==> config.mk <==
export PLATFORM = sky130hd
export DESIGN_NAME = pipeline_stall_ctrl_flat
export DESIGN_NICKNAME = d
export VERILOG_FILES = /design/src/rtl/pipeline_stall_ctrl_pkg.sv /design/src/rtl/pipeline_stall_ctrl_if.sv /design/src/rtl/pipeline_stall_ctrl_sat_counter.sv /design/src/rtl/pipeline_stall_ctrl.sv /design/src/flat_wrapper.sv
export SDC_FILE = /design/constraint.sdc
export NUM_CORES = 1
export LEC_CHECK = 0
export BUFFER_PORTS_ARGS = -buffer_cell sky130_fd_sc_hd__buf_4
export CAP_MARGIN = 0
export CORE_MARGIN = 2
export CORE_UTILIZATION = 54
export CTS_CLUSTER_SIZE = 12
export DETAILED_ROUTE_END_ITERATION = 6
export PLACE_DENSITY = 0.83
export SYNTH_ARGS = -nofsm -noshare
export SYNTH_HDL_FRONTEND = slang
export SYNTH_SLANG_ARGS = --single-unit
export TNS_END_PERCENT = 20
==> constraint.sdc <==
create_clock -name clk_i -period 2.26 [get_ports clk_i]
set_input_delay 0.452 -clock clk_i [delete_from_list [all_inputs] [get_ports clk_i]]
set_output_delay 0.452 -clock clk_i [all_outputs]
set_load 0.1 [all_outputs]
==> src/rtl/pipeline_stall_ctrl_pkg.sv <==
// Shared types and defaults for the pipeline stall/flush sequencer.
// Holds the FSM state encoding and the default parameter values.
package pipeline_stall_ctrl_pkg;

    typedef enum logic [1:0] {
        IDLE     = 2'd0,
        RUN      = 2'd1,
        MEM_WAIT = 2'd2
    } state_e;

    localparam int CNT_W_DEF       = 16;
    localparam int MEM_TIMEOUT_DEF = 64;

endpackage

==> src/rtl/pipeline_stall_ctrl_if.sv <==
// Control bundle between the stall sequencer and its pipeline environment.
// slave = the sequencer, master = hazard unit / memory / pipeline side.
interface pipeline_stall_ctrl_if
    import pipeline_stall_ctrl_pkg::*;
#(
    parameter int CNT_W = CNT_W_DEF
);
    logic             start_i;
    logic             load_use_i;
    logic             branch_taken_i;
    logic             mem_req_i;
    logic             mem_ready_i;
    logic             PCWrite_o;
    logic             IF_ID_Write_o;
    logic             IF_ID_Flush_o;
    logic             ID_EX_NoOp_o;
    logic             EX_MEM_Write_o;
    logic             MEM_WB_NoOp_o;
    logic             mem_wait_o;
    logic             mem_timeout_o;
    logic [CNT_W-1:0] stall_cnt_o;
    logic [CNT_W-1:0] flush_cnt_o;
    logic [CNT_W-1:0] memwait_cnt_o;

    modport master (
        output start_i, load_use_i, branch_taken_i,
        output mem_req_i, mem_ready_i,
        input  PCWrite_o, IF_ID_Write_o, IF_ID_Flush_o,
        input  ID_EX_NoOp_o, EX_MEM_Write_o, MEM_WB_NoOp_o,
        input  mem_wait_o, mem_timeout_o,
        input  stall_cnt_o, flush_cnt_o, memwait_cnt_o
    );

    modport slave (
        input  start_i, load_use_i, branch_taken_i,
        input  mem_req_i, mem_ready_i,
        output PCWrite_o, IF_ID_Write_o, IF_ID_Flush_o,
        output ID_EX_NoOp_o, EX_MEM_Write_o, MEM_WB_NoOp_o,
        output mem_wait_o, mem_timeout_o,
        output stall_cnt_o, flush_cnt_o, memwait_cnt_o
    );

endinterface

==> src/rtl/pipeline_stall_ctrl_sat_counter.sv <==
// Saturating event counter: sticks at all-ones instead of wrapping.
// Synchronous active-high clear.
module sat_counter #(
    parameter int W = 16
) (
    input  logic         clk_i,
    input  logic         rst_i,
    input  logic         inc_i,
    output logic [W-1:0] cnt_o
);

    logic [W-1:0] cnt_q;
    logic [W-1:0] cnt_d;

    // Next count: hold once every bit is set.
    always_comb begin
        cnt_d = cnt_q;
        if (inc_i && (cnt_q != '1)) begin
            cnt_d = cnt_q + 1'b1;
        end
    end

    // Count register with synchronous clear.
    always_ff @(posedge clk_i) begin
        if (rst_i) begin
            cnt_q <= '0;
        end else begin
            cnt_q <= cnt_d;
        end
    end

    assign cnt_o = cnt_q;

endmodule

==> src/rtl/pipeline_stall_ctrl.sv <==
// Central stall/flush sequencer: memory wait > load-use > branch flush.
// Drives pipeline-register enables, bubbles, flushes and perf counters.
module pipeline_stall_ctrl
    import pipeline_stall_ctrl_pkg::*;
#(
    parameter int CNT_W       = CNT_W_DEF,
    parameter int MEM_TIMEOUT = MEM_TIMEOUT_DEF
) (
    input  logic                  clk_i,
    input  logic                  rst_i,
    pipeline_stall_ctrl_if.slave  bus
);

    localparam int WD_W = $clog2(MEM_TIMEOUT + 1);

    state_e          state_q;
    state_e          state_d;
    logic [WD_W-1:0] wd_q;
    logic [WD_W-1:0] wd_d;
    logic            to_q;
    logic            to_set;

    logic            pc_we;
    logic            ifid_we;
    logic            ifid_fl;
    logic            idex_nop;
    logic            exmem_we;
    logic            memwb_nop;

    logic            stall_inc;
    logic            flush_inc;
    logic            mw_inc;

    // Next state, watchdog and pipeline controls from state and inputs.
    always_comb begin
        state_d   = state_q;
        wd_d      = '0;
        to_set    = 1'b0;
        pc_we     = 1'b0;
        ifid_we   = 1'b0;
        ifid_fl   = 1'b0;
        idex_nop  = 1'b0;
        exmem_we  = 1'b0;
        memwb_nop = 1'b0;
        stall_inc = 1'b0;
        flush_inc = 1'b0;
        mw_inc    = 1'b0;
        if (!rst_i) begin
            unique case (state_q)
                IDLE: begin
                    if (bus.start_i) begin
                        state_d = RUN;
                    end
                end
                RUN: begin
                    pc_we    = 1'b1;
                    ifid_we  = 1'b1;
                    exmem_we = 1'b1;
                    if (bus.mem_req_i && !bus.mem_ready_i) begin
                        pc_we     = 1'b0;
                        ifid_we   = 1'b0;
                        exmem_we  = 1'b0;
                        memwb_nop = 1'b1;
                        mw_inc    = 1'b1;
                        state_d   = MEM_WAIT;
                    end else begin
                        if (bus.load_use_i) begin
                            pc_we     = 1'b0;
                            ifid_we   = 1'b0;
                            idex_nop  = 1'b1;
                            stall_inc = 1'b1;
                        end else if (bus.branch_taken_i) begin
                            ifid_fl   = 1'b1;
                            flush_inc = 1'b1;
                        end
                        if (!bus.start_i) begin
                            state_d = IDLE;
                        end
                    end
                end
                MEM_WAIT: begin
                    if (bus.mem_ready_i) begin
                        pc_we    = 1'b1;
                        ifid_we  = 1'b1;
                        exmem_we = 1'b1;
                        state_d  = RUN;
                    end else begin
                        memwb_nop = 1'b1;
                        mw_inc    = 1'b1;
                        // Hold the watchdog at the limit once reached.
                        if (wd_q == WD_W'(MEM_TIMEOUT)) begin
                            wd_d = wd_q;
                        end else begin
                            wd_d = wd_q + 1'b1;
                        end
                        if (wd_q >= WD_W'(MEM_TIMEOUT - 1)) begin
                            to_set = 1'b1;
                        end
                    end
                end
                default: begin
                    state_d = IDLE;
                end
            endcase
        end
    end

    // FSM state, watchdog count and sticky timeout flag.
    always_ff @(posedge clk_i) begin
        if (rst_i) begin
            state_q <= IDLE;
            wd_q    <= '0;
            to_q    <= 1'b0;
        end else begin
            state_q <= state_d;
            wd_q    <= wd_d;
            if (to_set) begin
                to_q <= 1'b1;
            end
        end
    end

    sat_counter #(.W(CNT_W)) u_stall_cnt (
        .clk_i (clk_i),
        .rst_i (rst_i),
        .inc_i (stall_inc),
        .cnt_o (bus.stall_cnt_o)
    );

    sat_counter #(.W(CNT_W)) u_flush_cnt (
        .clk_i (clk_i),
        .rst_i (rst_i),
        .inc_i (flush_inc),
        .cnt_o (bus.flush_cnt_o)
    );

    sat_counter #(.W(CNT_W)) u_memwait_cnt (
        .clk_i (clk_i),
        .rst_i (rst_i),
        .inc_i (mw_inc),
        .cnt_o (bus.memwait_cnt_o)
    );

    assign bus.PCWrite_o      = pc_we;
    assign bus.IF_ID_Write_o  = ifid_we;
    assign bus.IF_ID_Flush_o  = ifid_fl;
    assign bus.ID_EX_NoOp_o   = idex_nop;
    assign bus.EX_MEM_Write_o = exmem_we;
    assign bus.MEM_WB_NoOp_o  = memwb_nop;
    assign bus.mem_wait_o     = !rst_i && (state_q == MEM_WAIT);
    assign bus.mem_timeout_o  = to_q;

endmodule

==> src/flat_wrapper.sv <==
// flat-port wrapper written by rule: the top's interface ports become plain ports
module pipeline_stall_ctrl_flat import pipeline_stall_ctrl_pkg::*;
#(
    parameter int CNT_W       = CNT_W_DEF,
    parameter int MEM_TIMEOUT = MEM_TIMEOUT_DEF
)
  (clk_i, rst_i, bus_start_i, bus_load_use_i, bus_branch_taken_i, bus_mem_req_i, bus_mem_ready_i, bus_PCWrite_o, bus_IF_ID_Write_o, bus_IF_ID_Flush_o, bus_ID_EX_NoOp_o, bus_EX_MEM_Write_o, bus_MEM_WB_NoOp_o, bus_mem_wait_o, bus_mem_timeout_o, bus_stall_cnt_o, bus_flush_cnt_o, bus_memwait_cnt_o);
  pipeline_stall_ctrl_if #(.CNT_W(CNT_W)) bus_i ();
  input  logic clk_i;
  input  logic rst_i;
  input wire logic [$bits(bus_i.start_i)-1:0] bus_start_i;
  input wire logic [$bits(bus_i.load_use_i)-1:0] bus_load_use_i;
  input wire logic [$bits(bus_i.branch_taken_i)-1:0] bus_branch_taken_i;
  input wire logic [$bits(bus_i.mem_req_i)-1:0] bus_mem_req_i;
  input wire logic [$bits(bus_i.mem_ready_i)-1:0] bus_mem_ready_i;
  output wire logic [$bits(bus_i.PCWrite_o)-1:0] bus_PCWrite_o;
  output wire logic [$bits(bus_i.IF_ID_Write_o)-1:0] bus_IF_ID_Write_o;
  output wire logic [$bits(bus_i.IF_ID_Flush_o)-1:0] bus_IF_ID_Flush_o;
  output wire logic [$bits(bus_i.ID_EX_NoOp_o)-1:0] bus_ID_EX_NoOp_o;
  output wire logic [$bits(bus_i.EX_MEM_Write_o)-1:0] bus_EX_MEM_Write_o;
  output wire logic [$bits(bus_i.MEM_WB_NoOp_o)-1:0] bus_MEM_WB_NoOp_o;
  output wire logic [$bits(bus_i.mem_wait_o)-1:0] bus_mem_wait_o;
  output wire logic [$bits(bus_i.mem_timeout_o)-1:0] bus_mem_timeout_o;
  output wire logic [$bits(bus_i.stall_cnt_o)-1:0] bus_stall_cnt_o;
  output wire logic [$bits(bus_i.flush_cnt_o)-1:0] bus_flush_cnt_o;
  output wire logic [$bits(bus_i.memwait_cnt_o)-1:0] bus_memwait_cnt_o;
  assign bus_i.start_i = bus_start_i;
  assign bus_i.load_use_i = bus_load_use_i;
  assign bus_i.branch_taken_i = bus_branch_taken_i;
  assign bus_i.mem_req_i = bus_mem_req_i;
  assign bus_i.mem_ready_i = bus_mem_ready_i;
  assign bus_PCWrite_o = bus_i.PCWrite_o;
  assign bus_IF_ID_Write_o = bus_i.IF_ID_Write_o;
  assign bus_IF_ID_Flush_o = bus_i.IF_ID_Flush_o;
  assign bus_ID_EX_NoOp_o = bus_i.ID_EX_NoOp_o;
  assign bus_EX_MEM_Write_o = bus_i.EX_MEM_Write_o;
  assign bus_MEM_WB_NoOp_o = bus_i.MEM_WB_NoOp_o;
  assign bus_mem_wait_o = bus_i.mem_wait_o;
  assign bus_mem_timeout_o = bus_i.mem_timeout_o;
  assign bus_stall_cnt_o = bus_i.stall_cnt_o;
  assign bus_flush_cnt_o = bus_i.flush_cnt_o;
  assign bus_memwait_cnt_o = bus_i.memwait_cnt_o;
  pipeline_stall_ctrl #(.CNT_W(CNT_W), .MEM_TIMEOUT(MEM_TIMEOUT)) u_core (.clk_i(clk_i), .rst_i(rst_i), .bus(bus_i));
endmodule
# After elaboration in Yosys (flattened, before gate mapping)
# Cells that the tools add are included.
[totals] inputBits=7 regBits=58 elab_cells=61 output_inout_bits=56
[op_classes] order_cmp=1 n_addsub=4 bitwise_logic=1 n_reduce_logical=10 mux=30 n_eq_ne=9
[op_table] cell="$add A16 B1 Y16 const B" count=3
[op_table] cell="$ne A16 B16 Y1 const B" count=3
[op_table] cell="$mux W1" count=22
[op_table] cell="$mux W2" count=4
[op_table] cell="$add A7 B1 Y7 const B" count=1
[op_table] cell="$eq A7 B7 Y1 const B" count=1
[op_table] cell="$ge A7 B6 Y1 const B" count=1
[op_table] cell="$pmux W1 S2" count=3
[op_table] cell="$pmux W2 S3" count=1
[op_table] cell="$logic_and A1 B1 Y1" count=5
[op_table] cell="$ne A2 B2 Y1 const B" count=2
[op_table] cell="$ne A3 B2 Y1 const B" count=1
[op_table] cell="$reduce_and A3 Y1" count=1
[op_table] cell="$reduce_or A3 Y1" count=1
[op_table] cell="$eq A2 B1 Y1 const B" count=1
[op_table] cell="$eq A2 B2 Y1 const B" count=1
[op_table] cell="$logic_not A1 Y1" count=2
[op_table] cell="$logic_not A2 Y1" count=1
[op_table] cell="$not A1 Y1" count=1

# Longest topological paths before layout
[logic_depth] word_depth=6 depth_mapped=8 mapped_depth_nobuf=8

# Cells and area by module
# Synthesis repeated with hierarchy kept, for this count alone.
[hier_totals] hier_cells=379 area_unflattened_um2=3224.3
[modules_own_cells] mod="sat_counter" n_inst=3 area_per_inst_um2=848.3 cells_per_inst=99 seq_area_each_um2=320.3
[modules_own_cells] mod="pipeline_stall_ctrl" n_inst=1 area_per_inst_um2=679.4 cells_per_inst=82 seq_area_each_um2=200.2

# Worst setup path before layout
# No wires, ideal clock.
[synth_timing] kind="input to output" start="in bus_mem_ready_i" end="out bus_PCWrite_o" slack_ns=-3.382 required_time_ns=1.808 arrival_time_ns=5.190 path_buffers=2 cell_stages=6 cell_sequence="nand2b_1 buf_6 nand2_1 a21oi_1 a21boi_0 buf_4"
[synth_between] elab_chain_len=5 word_cells_on_any_way=6 classes_between="4 x mux; 2 x reduce/logical"
[synth_lines] element="start: declaration" line="flat_wrapper.sv:15" text="input wire logic [$bits(bus_i.mem_ready_i)-1:0] bus_mem_ready_i;"
[synth_lines] element="$logic_not A1 Y1" line="pipeline_stall_ctrl.sv:59" text="if (bus.mem_req_i && !bus.mem_ready_i) begin"
[synth_lines] element="$logic_and A1 B1 Y1" line="pipeline_stall_ctrl.sv:59"
[synth_lines] element="$mux W1"
[synth_lines] element="$pmux W1 S2 (*)"
[synth_lines] element="$mux W1 (*)"
[synth_lines] element="end: declaration" line="flat_wrapper.sv:16" text="output wire logic [$bits(bus_i.PCWrite_o)-1:0] bus_PCWrite_o;"
# Mark *: on every way between the ends. The rest lies on a longest branch, timed or not.

# Worst setup path after layout
[layout_timing] start="reg u_core.state_q[0]" end="out bus_PCWrite_o"
[layout_between] elab_chain_len=3 word_cells_on_any_way=4 classes_between="2 x eq/ne; 2 x mux"
[layout_lines] element="start: declaration" line="pipeline_stall_ctrl.sv:16" text="state_e state_q;"
[layout_lines] element="start signal: assignment" line="pipeline_stall_ctrl.sv:115" text="state_q <= state_d;"
[layout_lines] element="$eq A2 B2 Y1 / $eq A2 B1 Y1 (equally long branches)" line="pipeline_stall_ctrl.sv:49" text="unique case (state_q)"
[layout_lines] element="$pmux W1 S2 (*)" line="pipeline_stall_ctrl.sv:49"
[layout_lines] element="$mux W1 (*)" line="pipeline_stall_ctrl.sv:48" text="if (!rst_i) begin"
# Marked as above.

==> results.toml <==
[worst_setup_path]
critPathSlowestCell = "dfxtp_2"
crit-reg2reg-launch = "u_core.state_q[0]$_SDFFE_PP0P_"
critPathBufInv = 2
startpoint_type = "register"
critPathArrivalTime_ns = 1.75
crit_chain = "inv_1 > ha_1 > nand2_1 > a21oi_4 > a21boi_4 > buf_6"
crit_fanout = 4
cp-startpoint = "u_core.state_q[0]$_SDFFE_PP0P_"
crit_required_ns = 1.81
path_delay_family = "compound AO/OA/AOI/OAI gates"
slowest_delay_ns = 0.34
end_kind = "output pin"
critical_path_class = "reg2out"

[global_route]
track_usage_pct = 21.49
grt_pass1_vias = 2364
grt_pass1_wl_um = 10700
overflow = 0
grt_max_degree = 30
antenna_found_initial = 0

[placement]
place.gp.congestion = 0.8750
placedCellCount = 474
place_hpwl_um = 4725
port_buffers = 62
place_ws_ns = 0.2230

[route]
post_drt_via_cell_ratio = 5.438
drt_iter0_drc = 131
routed_wl_um = 6585
remaining_drc_errors = 0
num_vias = 2681
routedWlPerCell_um = 13.36
drt_pass1_iterations = 4
ant_nets = 0

[clock_tree]
cts_tree = "yes"
clk_pin_slew_ns = 0.06
clk_path_buf_depth = 2
ctsHoldBuffers = 0
root_buffer = "clkbuf_8"
cts_max_level = 3
cts_made_buffers = 9
cts_sinks = 58
clk_latency_ns = 0.33

[sta]
maxSlewViolCount = 0
rsz0062_at_grt = "yes"
fin_crit_sh_pct = 97.36
hold_viol = 0
max_slew_margin_pct = 63.53
setup_viol = 0
layout_setup_ws_ns = 0.05972
tightest_slew_ns = 0.5426
fin_crit_ns = 2.200
clock.fmax_mhz = 454.5
skew_ns = 0.004976

[die]
die_area_mm2 = 0.006180
num_io_pins = 63
num_rows = 27
die_width_um = 78.62
core_mm2 = 0.005439
die_y_um = 78.62
start_util_pct = 55.28

[hold_path]
worstHoldStart = "rst_i"
worstHoldPathType = "in2reg"

[synthesis]
syn_area_per_cell_um2 = 8.715
synth_edf_count = 0
async_reset_ff_share_pct = 0
synth_fp_nets = 361
synth_ff_type = "dfxtp_1"
post-synth-top-area-fraction_pct = 38.62
postSynthCellCount = 345
yosysTopAreaCell = "dfxtp_1"
syn_area_mm2 = 0.003007
yosysWarningCount = 0
synthTopCellsByArea = "dfxtp_1, xnor2_1, nor2_1"
ys_types = 50
ys_seq_area_share_pct = 38.62
synth_seq_cells = 58

[power]
ir_worst_vdd_uv = 382.7
leakagePower_nw = 1.523
p_per_area_mw_per_mm2 = 549.5

[layout]
n_antenna_cell = 0
area_delta_synth_final_pct = 27.30
final_cells = 493
finalNetCount = 432
drive_gt1_share_pct = 26.60

[run]
drv_cap = 0

[status]
outcome = "complete, no violations"
-- logic make-up after synthesis --
logic type      synth area share (%)
compound gates                 7.574
buf+inv                        3.870
mux                            2.996
fa+ha+maj                      3.745
simple gates                   33.00
xor+xnor                       10.20
flops                          38.62
-- cell usage in the layout (no fill, tap or decap), types with 3 or more instances in the layout --
master,count
nand3_1,21
inv_1,17
buf_6,3
xnor2_1,29
mux2i_1,9
dfxtp_1,52
nor2_1,49
nand2_1,28
xor2_1,6
a21oi_1,7
and4_1,5
ha_1,8
and3_1,5
clkbuf_8,12
nor4_2,3
a21o_1,4
o21ai_0,7
nor3_1,16
nor3b_1,4
a31oi_1,3
nor4_1,8
nand4_1,12
dfxtp_2,6
buf_4,63
-- metrics by stage --
stage                     utilization [%]  power [W]  hold WS, ns  instance area (µm²)  TNS (ns)
after floorplan                         -   0.001194       0.4932                 3069    -1.467
after detailed placement            65.86   0.001231       0.4512                 3582         0
final                               70.37   0.002103       0.4407                 3827         0
after global routing                70.37   0.002179       0.4395                 3827  -0.07791
after CTS                           69.75   0.002116       0.4401                 3794  -0.01733
after global placement              65.86   0.001226       0.4507                 3582         0
-- worst register-to-register path, cell delays in order (launching register included) --
cell	delay, ns
dfxtp_2	0.36
inv_1	0.07
ha_1	0.30
nor3b_4	0.25
buf_4	0.15
nand3_1	0.15
a311oi_2	0.31
nand4_1	0.16
mux2i_1	0.14
-- final cells by class --
type                            count  area, µm²
Tap cell                           72      90.09
Clock buffer                       14      172.7
Fill cell                         422       1612
Multi-Input combinational cell    261       1772
Inverter                           18      67.56
Sequential cell                    58       1169
Clock inverter                      2      10.01
Timing Repair Buffer               68      546.8
-- sequential cells by signal, summed over array words and instances, names as in the netlist --
register                    cells
u_core.bus.mem_timeout_o        1
u_core.state_q                  2
u_core.u_memwait_cnt.cnt_o     16
u_core.wd_q                     7
u_core.u_stall_cnt.cnt_o       16
u_core.u_flush_cnt.cnt_o       16
-- worst paths after layout --
check | end | slack, ns | depth (start not counted)
hold reg to reg | u_core.bus.mem_timeout_o$_SDFFE_PP0P_ | 0.46 | 1
hold / removal | u_core.u_memwait_cnt.cnt_o[14]$_SDFFE_PP0P_ | 0.44 | 2
setup / recovery | bus_PCWrite_o | 0.06 | 6
setup reg to reg | u_core.u_memwait_cnt.cnt_o[8]$_SDFFE_PP0P_ | 0.25 | 8
-- cells in the mapped netlist, types with 3 or more instances --
cell type,instances
a21o_1,4
a21oi_1,8
a31oi_1,3
and3_1,5
and4_1,5
clkbuf_1,5
dfxtp_1,58
ha_1,9
inv_1,18
mux2i_1,9
nand2_1,29
nand3_1,21
nand4_1,12
nor2_1,50
nor3_1,16
nor3b_1,4
nor4_1,8
nor4_2,3
o21ai_0,7
xnor2_1,29
xor2_1,6
-- layer usage --
| layer | track usage, % | up-vias | part of all wire (%) |
|---|---|---|---|
| li1 | - | 1358 | - |
| met2 | 35.21 | 61 | 47 |
| met3 | 4.483 | 10 | 4.5 |
| met1 | 27.52 | 1252 | 47 |
| met5 | 0 | - | 0 |
| met4 | 8.772 | 0 | 1.6 |
-- repair_timing --
item                                    4_1_cts  5_1_grt
buffers inserted                              2        1
gates resized for setup                       4        8
endpoints found under the hold margin         0        0
pin swaps                                     0        0
endpoints found under the setup margin        5        5
-- report_power, final --
part | leakage [nW] | internal [W] | switching [W] | total (W)
clock | 0.0965 | 0.000485 | 0.000397 | 0.000882
sequential | 0.470 | 0.00103 | 0.00000794 | 0.00104
combinational | 0.957 | 0.0000638 | 0.000120 | 0.000183
No activity file was read; power rests on OpenSTA's default activity.
